$ cat config.mk
export PLATFORM = sky130hd
export DESIGN_NAME = aligned_wr_issuer
export DESIGN_NICKNAME = d
export VERILOG_FILES = /design/src/rtl/aligned_wr_issuer.sv
export SDC_FILE = /design/constraint.sdc
export NUM_CORES = 1
export LEC_CHECK = 0
export CAP_MARGIN = 10
export CORE_AREA = 2 2 157 159
export CTS_BUF_LIST = sky130_fd_sc_hd__clkbuf_4
export DETAILED_ROUTE_END_ITERATION = 10
export DIE_AREA = 0 0 159 161
export PLACE_DENSITY = 0.94
export SLEW_MARGIN = 30
export SYNTH_ARGS = -nofsm -noshare
export SYNTH_HDL_FRONTEND = slang
export SYNTH_SLANG_ARGS = --single-unit
export TNS_END_PERCENT = 5
$ cat constraint.sdc
create_clock -name clk -period 3.9 [get_ports clk]
set_clock_uncertainty 0.05 [all_clocks]
set_input_delay 0.585 -clock clk [delete_from_list [all_inputs] [get_ports clk]]
set_output_delay 0.585 -clock clk [all_outputs]
set_load 0.01 [all_outputs]
$ cat src/rtl/aligned_wr_issuer.sv
`default_nettype none
// +----------------------------------------------------------------------+
// | Module  : aligned_wr_issuer                                          |
// | Purpose : FIFO-buffered write issuer for the aligned RAM port; checks |
// |           the RAM error response one cycle after each issued write.  |
// | Rev     : 1.0                                                        |
// +----------------------------------------------------------------------+
module aligned_wr_issuer #(
  parameter int DEPTH = 4,
  parameter int CNT_W = 8
) (
  input  logic             clk,
  input  logic             rst_n,
  input  logic             req_valid,
  output logic             req_ready,
  input  logic [31:0]      req_addr,
  input  logic [31:0]      req_wdata,
  input  logic             stall,
  output logic             wr_en,
  output logic [31:0]      addr,
  output logic [31:0]      wdata,
  input  logic             error,
  input  logic             clr_err,
  output logic [CNT_W-1:0] err_count,
  output logic [31:0]      err_addr,
  output logic             err_pulse,
  output logic             idle
);

  localparam int c_PTR_W = $clog2(DEPTH);
  localparam int c_CNT_W = c_PTR_W + 1;
  localparam logic [c_CNT_W-1:0] c_FULL = c_CNT_W'(DEPTH);

  logic [63:0]        mem_q [DEPTH];
  logic [c_PTR_W-1:0] wr_ptr_q, wr_ptr_d;
  logic [c_PTR_W-1:0] rd_ptr_q, rd_ptr_d;
  logic [c_CNT_W-1:0] count_q, count_d;
  logic               wr_en_q, wr_en_d;
  logic [31:0]        addr_q, addr_d;
  logic [31:0]        wdata_q, wdata_d;
  logic               chk_pending_q, chk_pending_d;
  logic [31:0]        chk_addr_q, chk_addr_d;
  logic [CNT_W-1:0]   err_count_q, err_count_d;
  logic [31:0]        err_addr_q, err_addr_d;
  logic               err_pulse_q, err_pulse_d;

  logic               push;
  logic               pop;
  logic               fault;
  logic [63:0]        head;

  assign head  = mem_q[rd_ptr_q];
  // A full FIFO refuses a push even when a pop frees a slot on the same edge.
  assign push  = req_valid && (count_q != c_FULL);
  assign pop   = (count_q != '0) && !stall;
  assign fault = chk_pending_q && error;

  always_comb begin
    wr_ptr_d      = wr_ptr_q;
    rd_ptr_d      = rd_ptr_q;
    count_d       = count_q;
    wr_en_d       = pop;
    addr_d        = addr_q;
    wdata_d       = wdata_q;
    chk_pending_d = wr_en_q;
    chk_addr_d    = addr_q;
    err_count_d   = err_count_q;
    err_addr_d    = err_addr_q;
    err_pulse_d   = fault;

    if (push) begin
      wr_ptr_d = wr_ptr_q + c_PTR_W'(1);
    end
    if (pop) begin
      rd_ptr_d = rd_ptr_q + c_PTR_W'(1);
      addr_d   = head[63:32];
      wdata_d  = head[31:0];
    end
    unique case ({push, pop})
      2'b10:   count_d = count_q + c_CNT_W'(1);
      2'b01:   count_d = count_q - c_CNT_W'(1);
      default: count_d = count_q;
    endcase

    if (fault) begin
      err_addr_d = chk_addr_q;
    end
    // A clear that coincides with a fault leaves exactly that fault counted.
    if (clr_err) begin
      err_count_d = fault ? CNT_W'(1) : '0;
    end else if (fault && (err_count_q != {CNT_W{1'b1}})) begin
      err_count_d = err_count_q + CNT_W'(1);
    end
  end

  always_ff @(posedge clk) begin
    if (push) begin
      mem_q[wr_ptr_q] <= {req_addr, req_wdata};
    end
  end

  always_ff @(posedge clk or negedge rst_n) begin
    if (!rst_n) begin
      wr_ptr_q      <= '0;
      rd_ptr_q      <= '0;
      count_q       <= '0;
      wr_en_q       <= 1'b0;
      addr_q        <= '0;
      wdata_q       <= '0;
      chk_pending_q <= 1'b0;
      chk_addr_q    <= '0;
      err_count_q   <= '0;
      err_addr_q    <= '0;
      err_pulse_q   <= 1'b0;
    end else begin
      wr_ptr_q      <= wr_ptr_d;
      rd_ptr_q      <= rd_ptr_d;
      count_q       <= count_d;
      wr_en_q       <= wr_en_d;
      addr_q        <= addr_d;
      wdata_q       <= wdata_d;
      chk_pending_q <= chk_pending_d;
      chk_addr_q    <= chk_addr_d;
      err_count_q   <= err_count_d;
      err_addr_q    <= err_addr_d;
      err_pulse_q   <= err_pulse_d;
    end
  end

  assign req_ready = (count_q != c_FULL);
  assign wr_en     = wr_en_q;
  assign addr      = addr_q;
  assign wdata     = wdata_q;
  assign err_count = err_count_q;
  assign err_addr  = err_addr_q;
  assign err_pulse = err_pulse_q;
  assign idle      = (count_q == '0) && !wr_en_q && !chk_pending_q;

endmodule
`default_nettype wire

==> results of run 1 <==
[cell families after synthesis]
group,after synthesis,share of synthesized area
xor+xnor,6,0.003610
simple gates,129,0.03808
flops,402,0.7791
buf+inv,38,0.01384
compound gates,11,0.005845
fa+ha+maj,7,0.006532
mux,134,0.1530
[registers in the layout (all words and copies together) (netlist names)]
name           cells
chk_pending_q      1
count_q            3
wdata             32
err_addr          32
err_count          8
addr              32
chk_addr_q        32
rd_ptr_q           2
wr_en              1
mem_q            256
err_pulse          1
wr_ptr_q           2
[power by group]
part           switching (mW)  internal [mW]
Sequential              0.714           5.87
Combinational            1.64           2.23
Clock                    1.64           1.68
Total                    3.99           9.78
[how the worst max path moves through the flow]
stage | slack (ns) | cells past startpoint | end | from
2_1_floorplan | 1.19 | 2 | mem_q[0][0]$_DFFE_PP_ | count_q[2]$_DFFE_PN0P_
3_3_place_gp | 1.32 | 4 | addr[5]$_DFFE_PN0P_ | stall
3_5_place_dp | 1.23 | 9 | count_q[2]$_DFFE_PN0P_ | req_valid
4_1_cts | 0.67 | 3 | idle | count_q[0]$_DFFE_PN0P_
5_1_grt | 0.60 | 3 | idle | count_q[0]$_DFFE_PN0P_
6_report | 0.75 | 3 | idle | count_q[0]$_DFFE_PN0P_
[worst max-delay path, stage by stage (launching register included)]
cell and delay [ns]:
dfrtp_1 0.41, nor3_1 0.49, nor3b_1 0.30, clkdlybuf4s50_1 0.61
[cell type report]
class,instances,area share
timing repair buffer,188,0.1090
sequential,402,0.6298
tap,324,0.02250
clock inverter,39,0.009374
inverter,7,0.001458
clock buffer,141,0.05875
antenna,2,0.0002778
multi-input combinational,287,0.1688
[cell usage in the layout (no fill, tap or decap), drive strengths merged, types with 2 or more instances in the layout]
cell	n
dfrtp	146
nand3	2
ha	6
mux2	68
and4	2
xnor2	2
diode	2
xor2	4
nor3b	2
edfxtp	256
inv	10
nor2b	5
clkinvlp	2
clkdlybuf4s50	176
nand2b	2
nor2	4
mux4	64
mux2i	2
a21oi	3
nor3	2
buf	11
clkbuf	141
clkinv	34
a211oi	3
and3	5
nand2	100
[stage by stage]
| step | instance area, µm² | total power, mW |
|---|---|---|
| detailed placement | 16660 | 10.50 |
| floorplan | 14560 | 8.692 |
| finish | 18020 | 13.78 |
| global placement | 16660 | 10.29 |
| global route | 18020 | 14.52 |
| CTS | 17890 | 13.87 |
[what timing repair did]
item                      in CTS  in global routing
buffers inserted               0                  0
hold buffers                   1                  0
hold endpoints to repair      80                  0
[layer usage]
layer | wire [µm] | global-route usage | up-vias
met1 | 11160 | 0.2783 | 3845
met5 | 12 | 0 | -
met4 | 505 | 0.08264 | 2
li1 | - | - | 3381
met2 | 14190 | 0.3725 | 269
met3 | 1853 | 0.06805 | 46
==> flow_summary_export.csv, run 1 <==
group,metric,value,unit
run_status,status,"finished clean",
cells_and_area,fillCellCount,1371,
logic_synthesis,synth-edff-count,256,
worst_setup_path,r2r_cells,9,
worst_setup_path,ff2ff_setup_slack,1.34,ns
detailed_routing,wl,27720,µm
cells_and_area,utilization,0.7519,
worst_setup_path,r2r_start,"count_q[0]$_DFFE_PN0P_",
cells_and_area,layoutNonFillerInstCount,1390,
worst_setup_path,critPathLaunchType,"register",
sta,finalSetupTns,0,ns
worst_setup_path,regToRegEndpoint,"count_q[2]$_DFFE_PN0P_",
global_route,gr-usage-all-layers,0.2222,
worst_hold_path,hold_start,"addr[11]$_DFFE_PN0P_",
worst_hold_path,whs_endpoint,"chk_addr_q[11]$_DFF_PN0_",
sta,hold_viol_final,0,
logic_synthesis,yosysMostFrequentCell,"edfxtp_1",
cells_and_area,multi_input_area,3042,µm²
job,cap_viol_max_count,0,
cts,cts_buffers,96,
detailed_routing,drt_pass1_iterations,4,
die,rows,57,
global_route,grt_pass1_wl,43760,µm
detailed_routing,drc_errors,0,
pwr,p_leak,6.751,nW
global_route,grt_pass1_vias,8270,
detailed_routing,num_vias,7543,
logic_synthesis,syn_area_per_cell,20.02,µm²
die,die_height,161,µm
logic_synthesis,yosysTopAreaCellShare,0.5281,
die,die_area,25600,µm²
cts,clock_latency,0.71,ns
logic_synthesis,synthArstFlopShare,0.3632,
worst_setup_path,endpoint_kind,"output pin",
place,port_buffers,177,
worst_setup_path,cp.arrival,2.51,ns
cells_and_area,regArea,11350,µm²
logic_synthesis,syn_nets,804,
sta,fin_crit,3.150,ns
sta,setup_ws,0.7501,ns
logic_synthesis,yosys-top-cells-count,"256 x edfxtp_1, 146 x dfrtp_1, 100 x nand2_1",
place,post-place-ws,1.229,ns
die,io_pins,178,
sta,hold_slack,0.3483,ns
worst_hold_path,min_delay_path_depth,0,
die,core_area,23960,µm²
logic_synthesis,syn_area,14560,µm²
logic_synthesis,yosysSeqAreaShare,0.7791,
cts,htreeDepth,3,
place,place_inst,1202,
logic_synthesis,synth_area_leaders,"edfxtp_1 53%, dfrtp_1 25%, mux4_2 9.9%",
sta,maxSlewHeadroom,0.4691,
detailed_routing,ant_nets,0,
cts,root_buffer,"clkbuf_4",
logic_synthesis,ys_types,38,
worst_hold_path,hp-class,"reg -> reg",
detailed_routing,via_per_inst,5.427,
sta,max_freq,317.5,MHz
global_route,grt_max_degree,82,
place,gp_congestion,0.7752,
detailed_routing,wl_per_cell,19.94,µm
cts,clkSlewWorstSetupHoldPaths,0.06,ns
logic_synthesis,synth_cells,727,
pwr,p_per_area,764.6,nW/µm²
cts,ctsResizeCount,0,
sta,worstMarginPinSlew,0.7964,ns
pwr,ir_drop,459.8,µV
cells_and_area,nets,1059,
die,start_util,0.6075,
sta,drv_slew,0,
sta,fin_crit_sh,0.8077,
sta,setup_violations,0,
sta,rsz0062_at_grt,"no",
worst_setup_path,crit_type,"reg -> out",
detailed_routing,drt-initial-drc-count,590,
global_route,antenna_found_initial,3,
cts,clock_sinks,402,
cells_and_area,drive_gt1_frac,0.2838,
place,dp_hpwl,15680,µm
cts,cts_tree,"built",
worst_setup_path,required,3.26,ns
worst_setup_path,worstPathMaxFanout,4,
die,die_w,159,µm
cts,cts_max_path_buffers,3,
cells_and_area,area_growth_syn_to_layout,23.78,%
logic_synthesis,yosys_warnings,0,
logic_synthesis,synth_ff_type,"edfxtp_1",
logic_synthesis,synth_top_area_cell,"edfxtp_1",
global_route,grt-ovfl-total,0,
logic_synthesis,ys_ff_latch,402,
No activity file was read; power rests on OpenSTA's default activity.
==> inputs of run 2 (changes only) <==
CORE_AREA = 2 2 163 165   (was 2 2 157 159)
DIE_AREA = 0 0 165 167   (was 0 0 159 161)
PLACE_DENSITY = 0.89   (was 0.94)
clock period = 3.2 ns   (was 3.9 ns; I/O delays follow)
==> flow_summary_export.csv, run 2 (synthesis results as in run 1) <==
group,metric,value,unit
place,port_buffers,177,
sta,setup_violations,0,
sta,worstMarginPinSlew,0.9587,ns
die,start_util,0.5650,
sta,rsz0062_at_grt,"no",
worst_setup_path,crit_type,"reg -> out",
sta,setup_ws,0.2955,ns
worst_hold_path,hold_start,"addr[21]$_DFFE_PN0P_",
detailed_routing,wl,26670,µm
cts,cts_buffers,97,
pwr,p_leak,6.778,nW
detailed_routing,num_vias,7425,
place,place_inst,1220,
global_route,grt_pass1_vias,7963,
die,io_pins,178,
cells_and_area,nets,1063,
run_status,status,"finished clean",
global_route,antenna_found_initial,4,
die,die_height,167,µm
worst_hold_path,whs_endpoint,"chk_addr_q[21]$_DFF_PN0_",
cts,htreeDepth,3,
global_route,gr-usage-all-layers,0.2048,
cts,cts_max_path_buffers,3,
cts,root_buffer,"clkbuf_4",
die,die_area,27560,µm²
cells_and_area,largest_register,"mem_q",
cells_and_area,drive_gt1_frac,0.2853,
die,rows,59,
worst_setup_path,worstPathMaxFanout,4,
place,post-place-ws,0.7276,ns
worst_hold_path,hp-class,"reg -> reg",
worst_setup_path,critical_path_buf_inv_count,1,
detailed_routing,drt_pass1_iterations,4,
sta,finalSetupTns,0,ns
detailed_routing,ant_nets,0,
worst_setup_path,r2r_start,"count_q[0]$_DFFE_PN0P_",
die,die_w,165,µm
worst_setup_path,worst_path_largest_cell_delay,0.59,ns
worst_setup_path,ff2ff_setup_slack,0.81,ns
worst_setup_path,crit_cells,3,
cells_and_area,final_cell_mix,"256 x edfxtp_1, 176 x clkdlybuf4s50_1, 144 x dfrtp_1, 144 x clkbuf_4, 100 x nand2_1",
cells_and_area,largest_reg_flops,256,
place,gp_congestion,0.7453,
cts,cts_setup_buffers,0,
cts,clock_sinks,402,
cells_and_area,design_area,18070,µm²
worst_hold_path,min_delay_path_depth,0,
cts,clkSlewWorstSetupHoldPaths,0.07,ns
job,cap_viol_max_count,0,
cells_and_area,layoutNonFillerInstCount,1407,
worst_setup_path,regToRegEndpoint,"count_q[2]$_DFFE_PN0P_",
worst_setup_path,crit_slowest_cell,"clkdlybuf4s50_1",
cells_and_area,area_growth_syn_to_layout,24.15,%
worst_setup_path,endpoint_kind,"output pin",
detailed_routing,drc_errors,0,
worst_setup_path,cp.arrival,2.37,ns
place,dpl_cell_area,16770,µm²
detailed_routing,via_per_inst,5.277,
sta,fin_crit,2.905,ns
sta,maxSlewHeadroom,0.3609,
die,core_area,25760,µm²
worst_setup_path,path_cells,"nor3_2, nor3b_1, clkdlybuf4s50_1",
worst_setup_path,critPathTopFamily,"simple AND/OR/NAND/NOR gates",
sta,hold_viol_final,0,
detailed_routing,wl_per_cell,18.95,µm
worst_setup_path,critPathLaunchType,"register",
sta,drv_slew,0,
cells_and_area,final_common_cell,"edfxtp_1",
sta,max_freq,344.3,MHz
place,dp_hpwl,16430,µm
global_route,grt_max_degree,82,
detailed_routing,drt-initial-drc-count,662,
pwr,p_per_area,926.9,nW/µm²
cts,clock_latency,0.70,ns
cts,cts_tree,"built",
global_route,grt_pass1_wl,42430,µm
worst_setup_path,r2r_cells,9,
global_route,grt-ovfl-total,0,
sta,fin_crit_sh,0.9077,
pwr,ir_drop,546.4,µV
worst_setup_path,required,2.67,ns
[run 2: power breakdown]
part / total [mW] / internal (mW) / switching [mW] / leakage [nW]
Sequential: 7.94 / 7.15 / 0.788 / 4.09
Clock: 4.07 / 2.15 / 1.92 / 0.749
Combinational: 4.74 / 2.73 / 2.01 / 1.94
Total: 16.8 / 12.0 / 4.72 / 6.78
[run 2: through the flow]
| step | hold slack [ns] | utilization | total power [mW] |
|---|---|---|---|
| after floorplan | 0.1344 | - | 10.59 |
| after global placement | 0.3307 | 0.6511 | 12.69 |
| after detailed placement | 0.3337 | 0.6511 | 12.87 |
| after CTS | 0.3037 | 0.7002 | 16.99 |
| after global routing | 0.3115 | 0.7014 | 17.74 |
| final | 0.3399 | 0.7015 | 16.75 |
[run 2: cell type report]
cell class / instances / area [µm²]
clock inverter: 38 / 175.2
fill: 1614 / 7691
sequential: 402 / 11350
inverter: 7 / 26.28
tap: 335 / 419.2
timing repair buffer: 191 / 1968
multi-input combinational: 287 / 3047
antenna: 3 / 7.507
clock buffer: 144 / 1081
[run 2: worst max-delay path by stage]
stage / start / endpoint / slack (ns)
after floorplan: count_q[2]$_DFFE_PN0P_ / mem_q[0][0]$_DFFE_PP_ / 0.49
after global placement: stall / addr[7]$_DFFE_PN0P_ / 0.78
after detailed placement: stall / wdata[17]$_DFFE_PN0P_ / 0.73
after CTS: count_q[0]$_DFFE_PN0P_ / idle / 0.07
after global routing: count_q[0]$_DFFE_PN0P_ / idle / 0.18
final: count_q[0]$_DFFE_PN0P_ / idle / 0.30
[run 2: metal layers]
metal	GRT usage	vias up	share of wire
met5	0	-	0.00049
met4	0.08053	2	0.018
met3	0.05629	40	0.077
met2	0.3188	263	0.49
met1	0.2784	3730	0.41
li1	-	3390	-
[run 2: repair_timing]
item | 4_1_cts | 5_1_grt
endpoints found under the hold margin | 80 | 0
resized for setup | 0 | 1
hold buffers | 1 | 0
setup endpoints to repair | 0 | 1
